## config.mk

```make
export PLATFORM = sky130hd
export DESIGN_NAME = mlp_xor_sequencer
export DESIGN_NICKNAME = d
export VERILOG_FILES = /design/src/rtl/mlp_xor_sequencer.sv
export SDC_FILE = /design/constraint.sdc
export NUM_CORES = 1
export LEC_CHECK = 0
export CORE_MARGIN = 2
export CORE_UTILIZATION = 45
export DETAILED_ROUTE_END_ITERATION = 6
export PLACE_DENSITY = 0.81
export SYNTH_ARGS = -nofsm -noshare
export SYNTH_HDL_FRONTEND = slang
export SYNTH_SLANG_ARGS = --single-unit
```

## constraint.sdc

```tcl
create_clock -name clk -period 2.3 [get_ports clk]
set_input_delay 0.46 -clock clk [delete_from_list [all_inputs] [get_ports clk]]
set_output_delay 0.46 -clock clk [all_outputs]
set_load 0.05 [all_outputs]
```

## src/rtl/mlp_xor_sequencer.sv

```systemverilog
// XOR-dataset sequencer for a small MLP: trains on four samples, evaluates them,
// then scores delayed predictions against the target class once per epoch.
package common_pkg;
  typedef logic signed [15:0] sfp;
  typedef sfp [1:0] sfp2;
  localparam sfp ONE  = 16'sh0100;
  localparam sfp HALF = 16'sh0080;
endpackage

module mlp_xor_sequencer
  import common_pkg::*;
#(
  parameter int EPOCHS   = 100,
  parameter int PRED_LAT = 1
) (
  input  logic        clk,
  input  logic        rst,
  input  logic        start,
  input  sfp          threshold,
  input  sfp          prediction,
  output sfp  [1:0]   values,
  output sfp  [0:0]   expected,
  output logic        training,
  output logic        busy,
  output logic        done,
  output logic [15:0] epoch,
  output logic [2:0]  epoch_correct,
  output logic        correct_valid
);

  typedef enum logic [2:0] {IDLE, TRAIN, EVAL, DRAIN, DONE} state_t;

  state_t              state;
  logic [1:0]          s;
  logic [1:0]          dcnt;
  logic [PRED_LAT-1:0] vld_pipe;
  logic [PRED_LAT-1:0] cls_pipe;
  logic [2:0]          acc;
  logic [2:0]          acc_nxt;
  logic [1:0]          ncmp;
  logic                hit;

  function automatic sfp2 vec_of(logic [1:0] i);
    sfp2 v;
    v[0] = i[1] ? ONE : '0;
    v[1] = i[0] ? ONE : '0;
    return v;
  endfunction

  function automatic sfp exp_of(logic [1:0] i);
    return (i[1] ^ i[0]) ? ONE : '0;
  endfunction

  // Outputs are loaded together with the state they belong to, so values/expected
  // always describe the sample of the current cycle.
  always_ff @(posedge clk or posedge rst) begin
    if (rst) begin
      state       <= IDLE;
      s           <= '0;
      dcnt        <= '0;
      values      <= '0;
      expected    <= '0;
      training    <= 1'b0;
      busy        <= 1'b0;
      done        <= 1'b0;
      epoch       <= '0;
    end else begin
      case (state)
        IDLE, DONE: if (start) begin
          state       <= TRAIN;
          s           <= '0;
          epoch       <= '0;
          training    <= 1'b1;
          busy        <= 1'b1;
          done        <= 1'b0;
          values      <= vec_of(2'd0);
          expected[0] <= exp_of(2'd0);
        end
        TRAIN: begin
          s           <= s + 2'd1;
          values      <= vec_of(s + 2'd1);
          expected[0] <= exp_of(s + 2'd1);
          if (s == 2'd3) begin
            state    <= EVAL;
            training <= 1'b0;
          end
        end
        EVAL: begin
          s <= s + 2'd1;
          if (s == 2'd3) begin
            state    <= DRAIN;
            dcnt     <= '0;
            values   <= '0;
            expected <= '0;
          end else begin
            values      <= vec_of(s + 2'd1);
            expected[0] <= exp_of(s + 2'd1);
          end
        end
        DRAIN: begin
          dcnt <= dcnt + 2'd1;
          if (dcnt == 2'(PRED_LAT - 1)) begin
            if (epoch == 16'(EPOCHS - 1)) begin
              state <= DONE;
              busy  <= 1'b0;
              done  <= 1'b1;
            end else begin
              state       <= TRAIN;
              epoch       <= epoch + 16'd1;
              s           <= '0;
              training    <= 1'b1;
              values      <= vec_of(2'd0);
              expected[0] <= exp_of(2'd0);
            end
          end
        end
        default: state <= IDLE;
      endcase
    end
  end

  assign hit     = vld_pipe[PRED_LAT-1] &&
                   ((prediction < threshold) == cls_pipe[PRED_LAT-1]);
  assign acc_nxt = (hit && acc != 3'd4) ? acc + 3'd1 : acc;

  // The class bit is taken with the threshold seen at issue time; the prediction
  // side uses the threshold seen when it returns.
  always_ff @(posedge clk or posedge rst) begin
    if (rst) begin
      vld_pipe      <= '0;
      cls_pipe      <= '0;
      acc           <= '0;
      ncmp          <= '0;
      epoch_correct <= '0;
      correct_valid <= 1'b0;
    end else begin
      correct_valid <= 1'b0;
      vld_pipe[0]   <= (state == EVAL);
      cls_pipe[0]   <= ($signed(expected[0]) < threshold);
      for (int i = 1; i < PRED_LAT; i++) begin
        vld_pipe[i] <= vld_pipe[i-1];
        cls_pipe[i] <= cls_pipe[i-1];
      end
      if (state == TRAIN && s == 2'd3) begin
        acc  <= '0;
        ncmp <= '0;
      end else if (vld_pipe[PRED_LAT-1]) begin
        acc  <= acc_nxt;
        ncmp <= ncmp + 2'd1;
        if (ncmp == 2'd3) begin
          epoch_correct <= acc_nxt;
          correct_valid <= 1'b1;
        end
      end
    end
  end

endmodule

```

# Word level (Yosys, flattened, before mapping)
# Cells that the tools add are included.
# Widths: inputs -> output; s select.
dict set report op_classes {
  n_reduce_logical 21
  n_lt_le_gt_ge 2
  bitwise 2
  n_eq_ne 15
  add_sub_neg 5
  n_mux 48
}
# cell n
set ops {}
lappend ops {{$pmux 32 s4} 1}
lappend ops {{$mux 32} 3}
lappend ops {{$mux 16} 5}
lappend ops {{$pmux 16 s4} 1}
lappend ops {{$mux 9} 4}
lappend ops {{$lt 16x16->1} 2}
lappend ops {{$pmux 16 s2} 1}
lappend ops {{$mux 25} 1}
lappend ops {{$mux 3} 8}
lappend ops {{$reduce_and 4->1} 5}
lappend ops {{$add 16x1->16 const B} 1}
lappend ops {{$eq 16x7->1 const B} 1}
lappend ops {{$mux 1} 12}
lappend ops {{$mux 2} 6}
lappend ops {{$ne 2x2->1 const B} 6}
lappend ops {{$pmux 3 s4} 1}
lappend ops {{$add 2x1->2 const B} 3}
lappend ops {{$eq 3x2->1 const B} 2}
lappend ops {{$pmux 2 s3} 1}
lappend ops {{$reduce_bool 2->1} 3}
lappend ops {{$reduce_bool 3->1} 2}
lappend ops {{$reduce_and 5->1} 1}
lappend ops {{$eq 2x2->1 const B} 2}
lappend ops {{$pmux 1 s2} 2}
lappend ops {{other kinds (16)} 19}
dict set report totals {
  wordCells 109
  inputBits 35
  out_inout_bits 71
  ff_bits 85
}

# Depth between registers and ports, before layout
dict set report depth {
  depth_word 7
  depth_mapped 8
  mapped_depth_nobuf 8
}

# Worst setup path before layout
# No wires, ideal clock.
dict set report synth_timing {
  path_type {register to register}
  start {register epoch[0]}
  end {register epoch[11]}
  path_stages_with_launch 7
  arrival_time_ns 2.219
  slack_ns 0.003
  setup_ns 0.077
  path_buffers 0
  required_time_ns 2.223
  period_less_slack_ns 2.297
  cell_sequence {dfrtp_1 > ha_1 > nor4b_1 > and4_4 > a2111o_1 > or3_1 > a21oi_1}
}
dict set report synth_via {
  elab_chain_len 4
  elab_cells_between_ends 7
  cone_classes {add/sub (1); eq/ne (2); mux (3); reduce/logical (1)}
}
# item line_no
set synth_rtl {}
lappend synth_rtl {{start: declaration} 26} ;# output logic [15:0] epoch,
lappend synth_rtl {{start signal: assignment} 109} ;# epoch <= epoch + 16'd1;
lappend synth_rtl {{$add 16x1->16} 109}
lappend synth_rtl {{$mux 16} 103} ;# if (epoch == 16'(EPOCHS - 1)) begin
lappend synth_rtl {{$mux 16} 102} ;# if (dcnt == 2'(PRED_LAT - 1)) begin
lappend synth_rtl {{$pmux 16 s2} 68} ;# case (state)
# Several ways; a longest one is shown, not always the timed one. The select of a mux whose other input is x is not followed.
# A chain may end at the register's enable or synchronous reset.

# Worst setup path in the final report
dict set report layout_timing {
  start {input threshold[5]}
  end {register epoch_correct[2]}
}
dict set report layout_via {
  elab_chain_len 5
}
# item line_no
set layout_rtl {}
lappend layout_rtl {{start: declaration} 19} ;# input sfp threshold,
lappend layout_rtl {{$lt 16x16->1} 123} ;# ((prediction < threshold) == cls_pipe[PRED_LAT-1]);
lappend layout_rtl {{$eq 1x1->1} 123}
lappend layout_rtl {{$logic_and 1x1->1} 122} ;# assign hit = vld_pipe[PRED_LAT-1] &&
lappend layout_rtl {{$logic_and 1x1->1} 124} ;# assign acc_nxt = (hit && acc != 3'd4) ? acc + 3'd1 : acc;
lappend layout_rtl {{$mux 3} 124}
lappend layout_rtl {{end signal: assignment} 151} ;# epoch_correct <= acc_nxt;
lappend layout_rtl {{end: declaration} 27} ;# output logic [2:0] epoch_correct,
# Every way passes these cells.

==> flow_summary.yaml <==
power:
  powerDensity_mw_per_mm2: 856
  p_leak_uw: 0.00185
  fin_total_pwr_uw: 3350
  ir_drop_mv: 0.730
worst_setup_path:
  worst-r2r-cell-count: 6
  critical_path_required_ps: 2450
  arrival_ps: 2510
  r2r-end: "epoch[11]$_DFFE_PP0P_"
  rrSetupSlack_ps: 160
  cp-end-kind: "flop"
  start_kind: "primary input"
  r2r-start: "epoch[0]$_DFFE_PP0P_"
  cp_max_fo: 3
  crit_type: "in2reg"
logic_synthesis:
  synth_area_sq_mm: 0.00291
  synth_area_per_cell_sq_um: 8.97
  ys_seq_area_share_pct: 34.5
  ys_ff_latch: 40
  synthFlopType: "dfrtp_1"
  yosysWarnings: 0
  async_flop_share_pct: 100
  synth-edff-count: 0
  postSynthCellCount: 324
  synth_cell_types: 53
sta:
  timing.slew.headroom_pct: 65.2
  fin_ws_ps: -56.5
  period_share_pct: 102
  finClkSkew_ps: 4.24
  fmax_mhz: 424
  hold_slack_ps: 490
  tightest_slew_ps: 522
  drv_slew: 0
  layout_min_cycle_time_ps: 2360
  setup_viol: 1
  hold_viol: 0
floorplanning:
  dieArea_sq_mm: 0.00711
  die_x_microns: 84.4
  pin_count: 106
  core_area_sq_mm: 0.00631
  start_util_pct: 46.0
  rows: 29
  die_h_microns: 84.4
layout:
  synthToLayoutAreaGrowth_pct: 34.6
  fillCellCount: 505
  drive_above_1_share_pct: 17.7
  antennaDiodeCount: 0
  stdcell_area_sq_mm: 0.00391
  final_nets: 463
global_routing:
  grt_max_degree: 41
  antenna_found_initial: 0
  grt_pass1_wl_microns: 10800
  grt_usage_pct: 18.5
  grt_overflow: 0
  grt_pass1_vias: 2326
detailed_routing:
  num_vias: 2542
  drt-total-wl_microns: 7020
  drc: 0
  wl_per_cell_microns: 14.5
  postRouteAntennaNets: 0
  firstDrtPassIters: 4
  drtIter0Drc: 115
  drt-vias-per-instance: 5.26
worst_hold_path:
  min_path_cells: 1
  min_to: "dcnt[0]$_DFFE_PP0P_"
  hold_path_class: "reg2reg"
  hp-start: "dcnt[0]$_DFFE_PP0P_"
clocking:
  cts.sinks: 40
  cts_tree: "done"
  clkTransAtPathRegs_ps: 70
  numCtsBuffers: 5
  cts_max_level: 2
  clk_path_buf_depth: 2
  root_buffer: "clkbuf_8"
  cts_hold_buf: 0
  clk_latency_ps: 290
placed_design:
  post-dp-hpwl_microns: 4700
  portBuffers: 60
  gp_congestion: 0.901
  place_area_sq_mm: 0.00354
job:
  drv_cap: 0
outcome:
  status: "complete, but fails checks"
  failed_checks: "setup timing"
==> routing by layer <==
layer,vias to the layer above,GRT usage [%],wire (microns)
li1,1219,-,-
met1,1230,23.4,2970
met2,78,32.3,3620
met3,15,2.65,290
met4,0,6.35,138
met5,-,0,0
==> critical path: stages <==
cell	delay (ps)
dlygate4sd2_1	220
inv_1	50
ha_1	290
and3_4	170
o211ai_1	310
a31o_2	260
a31oi_2	140
o41ai_4	460
a31oi_1	140
==> cells in the final DEF, fill, tap and decap left out, types with 6 or more instances in the layout <==
| cell | Yosys | routed |
|---|---|---|
| dlymetal6s2s_1 | 0 | 18 |
| nor3_1 | 6 | 6 |
| ha_1 | 22 | 10 |
| nand2_1 | 20 | 19 |
| a21oi_1 | 17 | 15 |
| xnor2_1 | 9 | 9 |
| nor2_1 | 26 | 26 |
| inv_1 | 29 | 19 |
| nand3_1 | 9 | 9 |
| conb_1 | 1 | 45 |
| o21ai_0 | 13 | 10 |
| ha_4 | 0 | 10 |
| clkdlybuf4s50_1 | 0 | 32 |
| inv_2 | 0 | 10 |
| dfrtp_1 | 40 | 40 |
| buf_4 | 45 | 20 |
| dlygate4sd2_1 | 0 | 10 |
==> cell families after synthesis <==
kind of cell / share of synthesized area (%)
XOR/XNOR: 4.22
other: 0.129
AO/OA/AOI/OAI: 17.7
AND/OR/NAND/NOR: 17.4
buffers and inverters: 15.9
adder cells (fa/ha/maj): 9.47
flip-flops: 34.5
multiplexers: 0.732
==> metrics by stage <==
stage	utilization [%]	setup slack [ps]	setup TNS (ps)	cells
after detailed placement	56.1	-585	-3340	473
after global placement	56.1	-464	-2620	473
final	62.0	-56.5	-56.5	483
after floorplan	-	3.36	0	368
after CTS	60.0	1.00	0	481
after global routing	62.0	-112	-151	483
==> power breakdown <==
part	internal, uW	switching [uW]
clock	206	235
sequential	897	220
combinational	690	1100
total	1790	1550
==> how the worst max path moves through the flow <==
stage	from	endpoint	slack, ps	depth (start not counted)
after floorplan	epoch[0]$_DFFE_PP0P_	epoch[11]$_DFFE_PP0P_	3	6
after global placement	threshold[2]	epoch_correct[2]$_DFFE_PP0P_	-460	10
after detailed placement	threshold[2]	epoch_correct[1]$_DFFE_PP0P_	-580	10
after CTS	threshold[3]	epoch_correct[2]$_DFFE_PP0P_	1	10
after global routing	threshold[5]	epoch_correct[2]$_DFFE_PP0P_	-110	9
final	threshold[5]	epoch_correct[2]$_DFFE_PP0P_	-60	9
==> registers in the layout (all words and copies together) (netlist names), 2 cells and up <==
| name | cells |
|---|---|
| values | 2 |
| state | 3 |
| epoch | 16 |
| epoch_correct | 3 |
| acc | 3 |
| dcnt | 2 |
| ncmp | 2 |
| s | 2 |
==> cell type report <==
cell class / count / area [sq um] / share of cell area, %
timing repair buffer: 80 / 783 / 20.0
inverter: 29 / 109 / 2.78
sequential: 40 / 1000 / 25.6
clock inverter: 1 / 5.00 / 0.128
clock buffer: 6 / 72.6 / 1.86
tap: 77 / 96.3 / 2.46
multi-input combinational: 250 / 1840 / 47.2
==> synth_stat cells, types with 2 or more instances <==
master | count | share of area [%]
a211o_1 | 2 | 0.60
a21o_1 | 3 | 0.78
o211ai_1 | 2 | 0.52
xor2_1 | 5 | 1.5
dfrtp_1 | 40 | 34
xnor2_1 | 9 | 2.7
o31a_1 | 2 | 0.60
ha_1 | 22 | 9.5
inv_1 | 29 | 3.7
a22oi_1 | 3 | 0.78
nand4_1 | 4 | 0.86
a22o_1 | 3 | 0.90
nor4b_1 | 2 | 0.60
o32ai_1 | 2 | 0.60
and4_1 | 4 | 1.2
o21ai_0 | 13 | 2.2
buf_4 | 45 | 12
and3_1 | 3 | 0.65
a21oi_1 | 17 | 2.9
o21a_1 | 4 | 1.0
a31oi_1 | 9 | 1.9
nand2_1 | 20 | 2.6
clkbuf_1 | 3 | 0.39
nor2b_1 | 2 | 0.43
nand2b_1 | 3 | 0.65
nor4_1 | 4 | 0.86
nor3_1 | 6 | 1.0
nand3_1 | 9 | 1.6
or3_1 | 5 | 1.1
nor2_1 | 26 | 3.4
==> what timing repair did <==
item | 4_1_cts | 5_1_grt
resized for setup | 40 | 32
pin swaps | 21 | 18
setup buffers | 1 | 2
endpoints found under the setup margin | 6 | 9
No activity file was read; power rests on OpenSTA's default activity.
